==> config.mk <==
export PLATFORM = sky130hd
export DESIGN_NAME = polyconv_sequencer
export DESIGN_NICKNAME = d
export VERILOG_FILES = /design/src/rtl/polyconv_pkg.sv /design/src/rtl/polyphase_core.sv /design/src/rtl/polyconv_sequencer.sv
export SDC_FILE = /design/constraint.sdc
export NUM_CORES = 1
export LEC_CHECK = 0
export CAP_MARGIN = 5
export CORE_ASPECT_RATIO = 0.9
export CORE_UTILIZATION = 44
export DETAILED_ROUTE_END_ITERATION = 10
export GPL_TIMING_DRIVEN = 0
export PLACE_DENSITY = 0.68
export SKIP_LAST_GASP = 1
export SLEW_MARGIN = 10
export SYNTH_ARGS = -nofsm -noshare
export SYNTH_HDL_FRONTEND = slang
export SYNTH_SLANG_ARGS = --single-unit
==> constraint.sdc <==
create_clock -name clk -period 2.1 [get_ports clk]
set_input_delay 0.42 -clock clk [delete_from_list [all_inputs] [get_ports clk]]
set_output_delay 0.42 -clock clk [all_outputs]
set_load 0.02 [all_outputs]
==> src/rtl/polyconv_pkg.sv <==
// Shared types and GF(2) arithmetic for the 2-parallel polyphase convolution slice.
// All products are carry-less; addition is XOR throughout.
package polyconv_pkg;

  localparam int DW = 4;
  localparam int PW = 2 * DW - 1;

  typedef enum logic [1:0] {
    IDLE  = 2'd0,
    RUN   = 2'd1,
    FLUSH = 2'd2
  } state_t;

  function automatic logic [PW-1:0] clmul4(input logic [DW-1:0] a, input logic [DW-1:0] b);
    logic [PW-1:0] acc;
    acc = '0;
    for (int i = 0; i < DW; i++) begin
      if (b[i]) acc = acc ^ ({{(PW-DW){1'b0}}, a} << i);
    end
    return acc;
  endfunction

endpackage

==> src/rtl/polyphase_core.sv <==
// Combinational 2-parallel polyphase GF(2) convolution kernel.
// y2 is the tail that spills into the next block and is overlap-added by the sequencer.
module polyphase_core
  import polyconv_pkg::*;
(
  input  logic [DW-1:0] x0,
  input  logic [DW-1:0] x1,
  input  logic [DW-1:0] h0,
  input  logic [DW-1:0] h1,
  output logic [PW-1:0] y0,
  output logic [PW-1:0] y1,
  output logic [PW-1:0] y2
);

  assign y0 = clmul4(x0, h0);
  assign y1 = clmul4(x0, h1) ^ clmul4(x1, h0);
  assign y2 = clmul4(x1, h1);

endmodule

==> src/rtl/polyconv_sequencer.sv <==
// Streaming controller around polyphase_core: holds coefficients, overlap-adds the
// y2 tail into the next block and emits a final tail beat after the last block.
module polyconv_sequencer
  import polyconv_pkg::*;
#(
  parameter int DW    = 4,
  parameter int CNT_W = 16
) (
  input  logic             clk,
  input  logic             rst,
  input  logic             cfg_we,
  input  logic [DW-1:0]    cfg_h0,
  input  logic [DW-1:0]    cfg_h1,
  output logic             cfg_err,
  input  logic             start,
  output logic             busy,
  input  logic             s_valid,
  output logic             s_ready,
  input  logic [DW-1:0]    s_x0,
  input  logic [DW-1:0]    s_x1,
  input  logic             s_last,
  output logic             m_valid,
  input  logic             m_ready,
  output logic [PW-1:0]    m_y0,
  output logic [PW-1:0]    m_y1,
  output logic             m_last,
  output logic [CNT_W-1:0] blk_cnt
);

  state_t        state;
  logic [DW-1:0] h0, h1;
  logic [PW-1:0] carry;
  logic [PW-1:0] y0, y1, y2;
  logic          slot_free;
  logic          accept;

  polyphase_core u_core (
    .x0 (s_x0),
    .x1 (s_x1),
    .h0 (h0),
    .h1 (h1),
    .y0 (y0),
    .y1 (y1),
    .y2 (y2)
  );

  // The output register is the only buffer, so a new load needs it empty or draining.
  assign slot_free = !m_valid || m_ready;
  assign s_ready   = (state == RUN) && slot_free;
  assign accept    = s_valid && s_ready;
  assign busy      = (state != IDLE);

  always_ff @(posedge clk) begin
    if (rst) begin
      state   <= IDLE;
      h0      <= '0;
      h1      <= '0;
      carry   <= '0;
      m_y0    <= '0;
      m_y1    <= '0;
      m_valid <= 1'b0;
      m_last  <= 1'b0;
      cfg_err <= 1'b0;
      blk_cnt <= '0;
    end else begin
      cfg_err <= cfg_we && (state != IDLE);
      if (m_ready) m_valid <= 1'b0;

      case (state)
        IDLE: begin
          if (cfg_we) begin
            h0 <= cfg_h0;
            h1 <= cfg_h1;
          end
          if (start) begin
            carry   <= '0;
            blk_cnt <= '0;
            state   <= RUN;
          end
        end

        RUN: begin
          if (accept) begin
            m_y0    <= y0 ^ carry;
            m_y1    <= y1;
            m_last  <= 1'b0;
            m_valid <= 1'b1;
            carry   <= y2;
            blk_cnt <= blk_cnt + CNT_W'(1);
            if (s_last) state <= FLUSH;
          end
        end

        FLUSH: begin
          if (slot_free) begin
            m_y0    <= carry;
            m_y1    <= '0;
            m_last  <= 1'b1;
            m_valid <= 1'b1;
            carry   <= '0;
            state   <= IDLE;
          end
        end

        default: state <= IDLE;
      endcase
    end
  end

endmodule

# Word level (Yosys, flattened, before mapping)
# Cells that the tools add are included.
# word_totals
inputBits	23
output_inout_bits	35
wordCells	86
reg_bits	50
# op_classes
add_sub_neg	1
n_eq_ne	6
bitwise_logic	14
muxes	40
n_reduce_logical	15
# op_table
operator	count
two-way mux 7 bit	18
XOR 7 bit	6
two-way mux 16 bit	2
one-hot mux 16 bit (2 select lines)	1
one-hot mux 7 bit (2 select lines)	2
XOR 7 x 5 -> 7 bit	4
XOR 7 x 6 -> 7 bit	4
one-hot mux 7 bit (3 select lines)	1
adder 16 x 1 -> 16 bit (second input constant)	1
two-way mux 4 bit	4
two-way mux 2 bit	4
inequality test 2 bit (second input constant)	4
AND reduction 4 bit	2
one-hot mux 2 bit (3 select lines)	1
AND reduction 3 bit	2
nonzero test 2 bit	3
two-way mux 1 bit	5
one-hot mux 1 bit (2 select lines)	2
logical AND 1 bit	3
nonzero test 3 bit	1
== test 2 x 1 -> 1 bit (second input constant)	1
== test 2 bit (second input constant)	1
logical NOT 2 bit	1
AND reduction 2 bit	1
other kinds (2)	2

# Longest topological paths before layout
# depth
ltp_word	10
depth_mapped	9
mapped_depth_nobuf	7

# Cells and area by module
# From an unflattened synthesis, not the netlist that was laid out.
# hier_totals
cells_unflattened	377
area_unflattened_um2	2991.6
# by_module_without_submodules
module	area_per_inst_um2	n_inst	seq_area_each_um2	cells_each
polyconv_sequencer	2316.0	1	1001.0	261
polyphase_core	675.6	1	0.0	116

# Worst setup path after synthesis
# OpenSTA, ideal clock, no wires.
# synth_timing
kind	register to register
start	register state[0]
end	register blk_cnt[15]
path_stages_with_launch	9
t_arrival_ns	1.757
path_slack_ns	0.215
setup_ns	0.128
path_buffers	1
synth_period_minus_slack_ns	1.885
required_time_ns	1.972
cell_sequence	dfxtp_1 > inv_1 > ha_1 > nor2b_4 > buf_6 > or3_4 > nor4b_2 > xnor2_1 > nor2_1
# synth_via
elab_chain_len	5
word_cells_on_any_way	9
cone_classes	3 x eq/ne; 1 x mux; 5 x reduce/logical
# synth_lines
element	line_no	source
start: declaration	polyconv_sequencer.sv:30	state_t state;
start signal: assignment	polyconv_sequencer.sv:55	state <= IDLE;
start signal: assignment	polyconv_sequencer.sv:78	state <= RUN;
start signal: assignment	polyconv_sequencer.sv:90	if (s_last) state <= FLUSH;
== test 2 x 1 -> 1 bit	polyconv_sequencer.sv:49, polyconv_sequencer.sv:69	
logical AND 1 bit	polyconv_sequencer.sv:49	assign s_ready = (state == RUN) && slot_free;
logical AND 1 bit	polyconv_sequencer.sv:50	assign accept = s_valid && s_ready;
inequality test 2 bit (no line)	-	
AND reduction 3 bit (no line)	-	
end signal: assignment	polyconv_sequencer.sv:89	blk_cnt <= blk_cnt + CNT_W'(1);
end: declaration	polyconv_sequencer.sv:27	output logic [CNT_W-1:0] blk_cnt
# Several ways; a longest one is shown, not always the timed one.
# A chain may end at the register's enable or synchronous reset.

# Final worst setup path
# layout_timing
start	register state[0]
end	output port busy
# layout_via
elab_chain_len	1
# layout_lines
element	line_no	source
nonzero test 2 bit	polyconv_sequencer.sv:51	assign busy = (state != IDLE);
end: declaration	polyconv_sequencer.sv:16	output logic busy,
# No other way between the ends.

==> results summary <==
The run finished with clean final reports. The area after detailed placement came out at 3520 um2. After clock tree synthesis, the clock-pin slew on the worst setup and hold paths is 0.10 ns.

The post-synthesis async set-or-reset flop share came out at 0%. The required time of the worst setup path is between 1.5 and 2 ns. The synthesized design spends more area on one cell type than any other, namely dfxtp_1. The flip-flop and latch count after synthesis is 50. Counting every sink on the clock net gives 50. The worst hold slack is about 0.47 ns.

For the final database, setup skew stands at roughly 0.011 ns. The mean instance size in the synthesized netlist is 7.93 um2. The congestion estimate from routability-driven global placement came to 0.799. The first global-routing pass estimated roughly 11 mm of wire. The max-capacitance violation count came out at 0. The hold buffer count at cts came out at 0.

The share of layout cells above drive strength 1 is 10.8%. The wire-length estimate of the detail-placed layout is between 5 and 6 mm. After global routing the overflow that remains totals 0.

The worst setup path is launched from a register. The critical path is of the register to primary output type. Leaving out fill and tap cells, the most frequent cells in the layout are nand2_1 (78), dfxtp_1 (48), clkdlybuf4s50_1 (45), xnor2_1 (41), nor2_1 (36). The warning count from the yosys run is 0.

The area share of the leading cell type in the synthesized netlist came out at 34.0%. The top fanout value on the critical path came out at 10. Entering global routing, the biggest net connects 16 pins.

The area growth from synthesis to layout is 25.2%. The latest clock arrival within the worst-skew pair is 0.31 ns. The height of the die came out at 79.6 um. The area of the core region came out at roughly 6300 um2. In the final routed layout, each cell accounts on average for around 13 um. The average via count per standard cell came out at 5.09.

The synthesized-area fraction occupied by and/or/nand/nor cells came out at 28.2%. Subtracting the final worst setup slack from the clock period gives 2.05 ns. The slew of the pin with the lowest slew margin came out at 0.605 ns.

STA puts the critical path data arrival time at 1.63 ns. The synthesized net count came out at 400. The finished layout holds 512 standard cells, fillers aside. The fraction of the mapped netlist area in adder cells is under 10%. The maximum cell stage delay along the critical path is 0.38 ns.

The share of the synthesized area in compound gates (AO/OA/AOI/OAI) is 10.1%. The headroom to the max-slew limit came out at just under 60%. By instance count, the cell type seen most on the critical path is inv_1.

The TritonCTS clock tree is yes. In this run the clock root is driven by a clkbuf_8. The setup-violating endpoint count in the final report came out at 0. For this design the static power due to leakage is 1.31 nW.

The final worst setup slack came out at 0.0499 ns. The number of stages on the worst hold path came out at 2. The total CTS buffers came out at 5. The routed via count came out at 2604. The detail route stage leaves a number of antenna-violating nets equal to 0. The xor/xnor share of the synthesized area is 18.2%. The total instance count after detailed placement is 505. The overall power after layout came out at 2.45 mW. The maximum buffer depth of the clock tree is 2. The synthesized netlist contains 44 unique library cells. The H-tree depth reported by CTS came out at 2.

During I/O placement, the number of pins put on the boundary was 58. The wire length on met3 is 408 um. After synthesis, the cell types taking the most area are dfxtp_1 (34%), xnor2_1 (12%), nand2_1 (10%).

The cell count after synthesis is 371. The signal on the critical path passes through inv_1 -> ha_1 -> clkbuf_2 -> inv_1 -> clkdlybuf4s15_1. The number of max-slew violations in the final report is 0. Setup total negative slack on the finished layout was measured at 0 ns.

The final cycle utilization of the critical path came out at 97.6%. Setup repair after global routing could not meet its margin everywhere. IR analysis of the VDD net gives a maximum drop of roughly 0.60 mV.

The worst reg2reg path depth came out at 8. The sequential fraction of the synthesis area is approximately a third. The most common cell after layout, fill and taps aside is nand2_1. Measured along the x axis, the die boundary spans 88.2 um.

The core utilization of the finished layout is 58.6%. The first-pass iteration count of the detailed router came out at 4. For this configuration, the core starts out at a cell density of between 40 and 50%. Among all flip-flop cells after synthesis, the most frequent one is dfxtp_1.

The slowest cell on the critical path is dfxtp_2. At the end of the flow, the number of nets in the layout was 454. The number of port buffers is 47. The worst setup path is captured at a primary output.

The repair_antennas step left the layout with diodes totalling 0. The number of synthesized flops with an enable pin is 0. The first routing iteration left ~160 violations. The hold violation count in the final report is 0. Timing analysis after detailed placement gives a worst setup slack of -0.262 ns. The met1 routed wirelength after detailed routing is between 3 and 4 mm. Timing would allow up to between 400 and 500 MHz.

Multiplexer cells account for 1.06% of the synthesized area. The power density of the placed cells came out at approximately 670 nW/um2. The overall fraction of global-route tracks in use came out at 21.1%. The final layout contains routed wiring with a total length of 6.89 mm. The tightest min-delay check is of the register to register type. Summed over all nets, wire length on met2 after detailed routing comes to ~3 mm. After synthesis, the largest family of logic cells by area is simple AND/OR/NAND/NOR gates. The floorplan has 27 rows. In this run the top signal layer used is met4. The number of global-route vias before repair is about 2400. After routing the design area is 3680 um2. The final routed DRC violation total is 0. The initial antenna violation count came to 0. The post-synth design cell area is between 2000 and 3000 um2.

The die outline area came out at ~7000 um2.
[area by class of cell]
cell class | instances | area, um2
Buffer | 31 | 156
Clock buffer | 5 | 68.8
Clock inverter | 2 | 38.8
Fill cell | 622 | 2600
Inverter | 5 | 18.8
Multi-Input combinational cell | 285 | 1820
Sequential cell | 50 | 1000
Tap cell | 87 | 109
Timing Repair Buffer | 47 | 465
[final timing paths]
kind / startpoint / to / slack [ns]
worst max register to register: state[0] / blk_cnt[13] / 0.07
worst min-delay path: carry[5] / carry[5] / 0.47
worst max-delay path: state[0] / busy / 0.05
worst min register to register: carry[5] / carry[5] / 0.47
[routing by layer]
metal,global-route usage [%],vias up
li1,-,1333
met1,30.5,1190
met2,31.8,72
met3,3.83,9
met4,6.45,0
met5,0,-
[cells by family after synthesis]
kind of cell    count (synthesis)
simple gates                  174
xor+xnor                       55
flops                          50
compound gates                 47
buf+inv                        36
fa+ha+maj                       6
mux                             3
[where the power goes]
group / total [mW] / switching [mW] / internal [mW]
logic: 0.736 / 0.424 / 0.313
clock network: 0.677 / 0.326 / 0.351
registers: 1.04 / 0.0313 / 1.01
total: 2.45 / 0.781 / 1.67
[registers in the layout, summed over array words and instances, names as in the netlist]
name / cells
state: 2
m_y0: 7
blk_cnt: 16
m_last: 1
m_y1: 7
h1: 4
m_valid: 1
cfg_err: 1
carry: 7
h0: 4
[critical path, delay by kind of cell (launching register included)]
family                     cells  cell delay, ns
buffers and inverters          4            0.69
DFF                            1            0.38
adders and majority gates      1            0.26
[what timing repair did]
item                       CTS  global route
resized for setup            5            17
setup endpoints to repair    5            31
buffers inserted             0             0
[synth_stat cells (2+ instances only)]
master and count:
o21ai_0 6, inv_1 5, xnor3_1 4, buf_4 2
nor4b_2 2, nand4_1 3, and2_1 3, buf_2 15
a22oi_1 4, or4_1 2, nor2b_1 4, xor2_1 10
mux2i_1 2, ha_1 6, clkbuf_1 12, nand2_1 78
nand3b_1 4, and3_1 4, a311oi_1 3, dfxtp_1 50
nor2_1 36, nor3b_1 4, nand3_1 12, a21oi_1 22
a211oi_1 5, and4_1 2, a21o_1 2, or3_1 4
xnor2_1 41, nor3_1 10
Note: power is estimated with default switching activity, not from simulation.
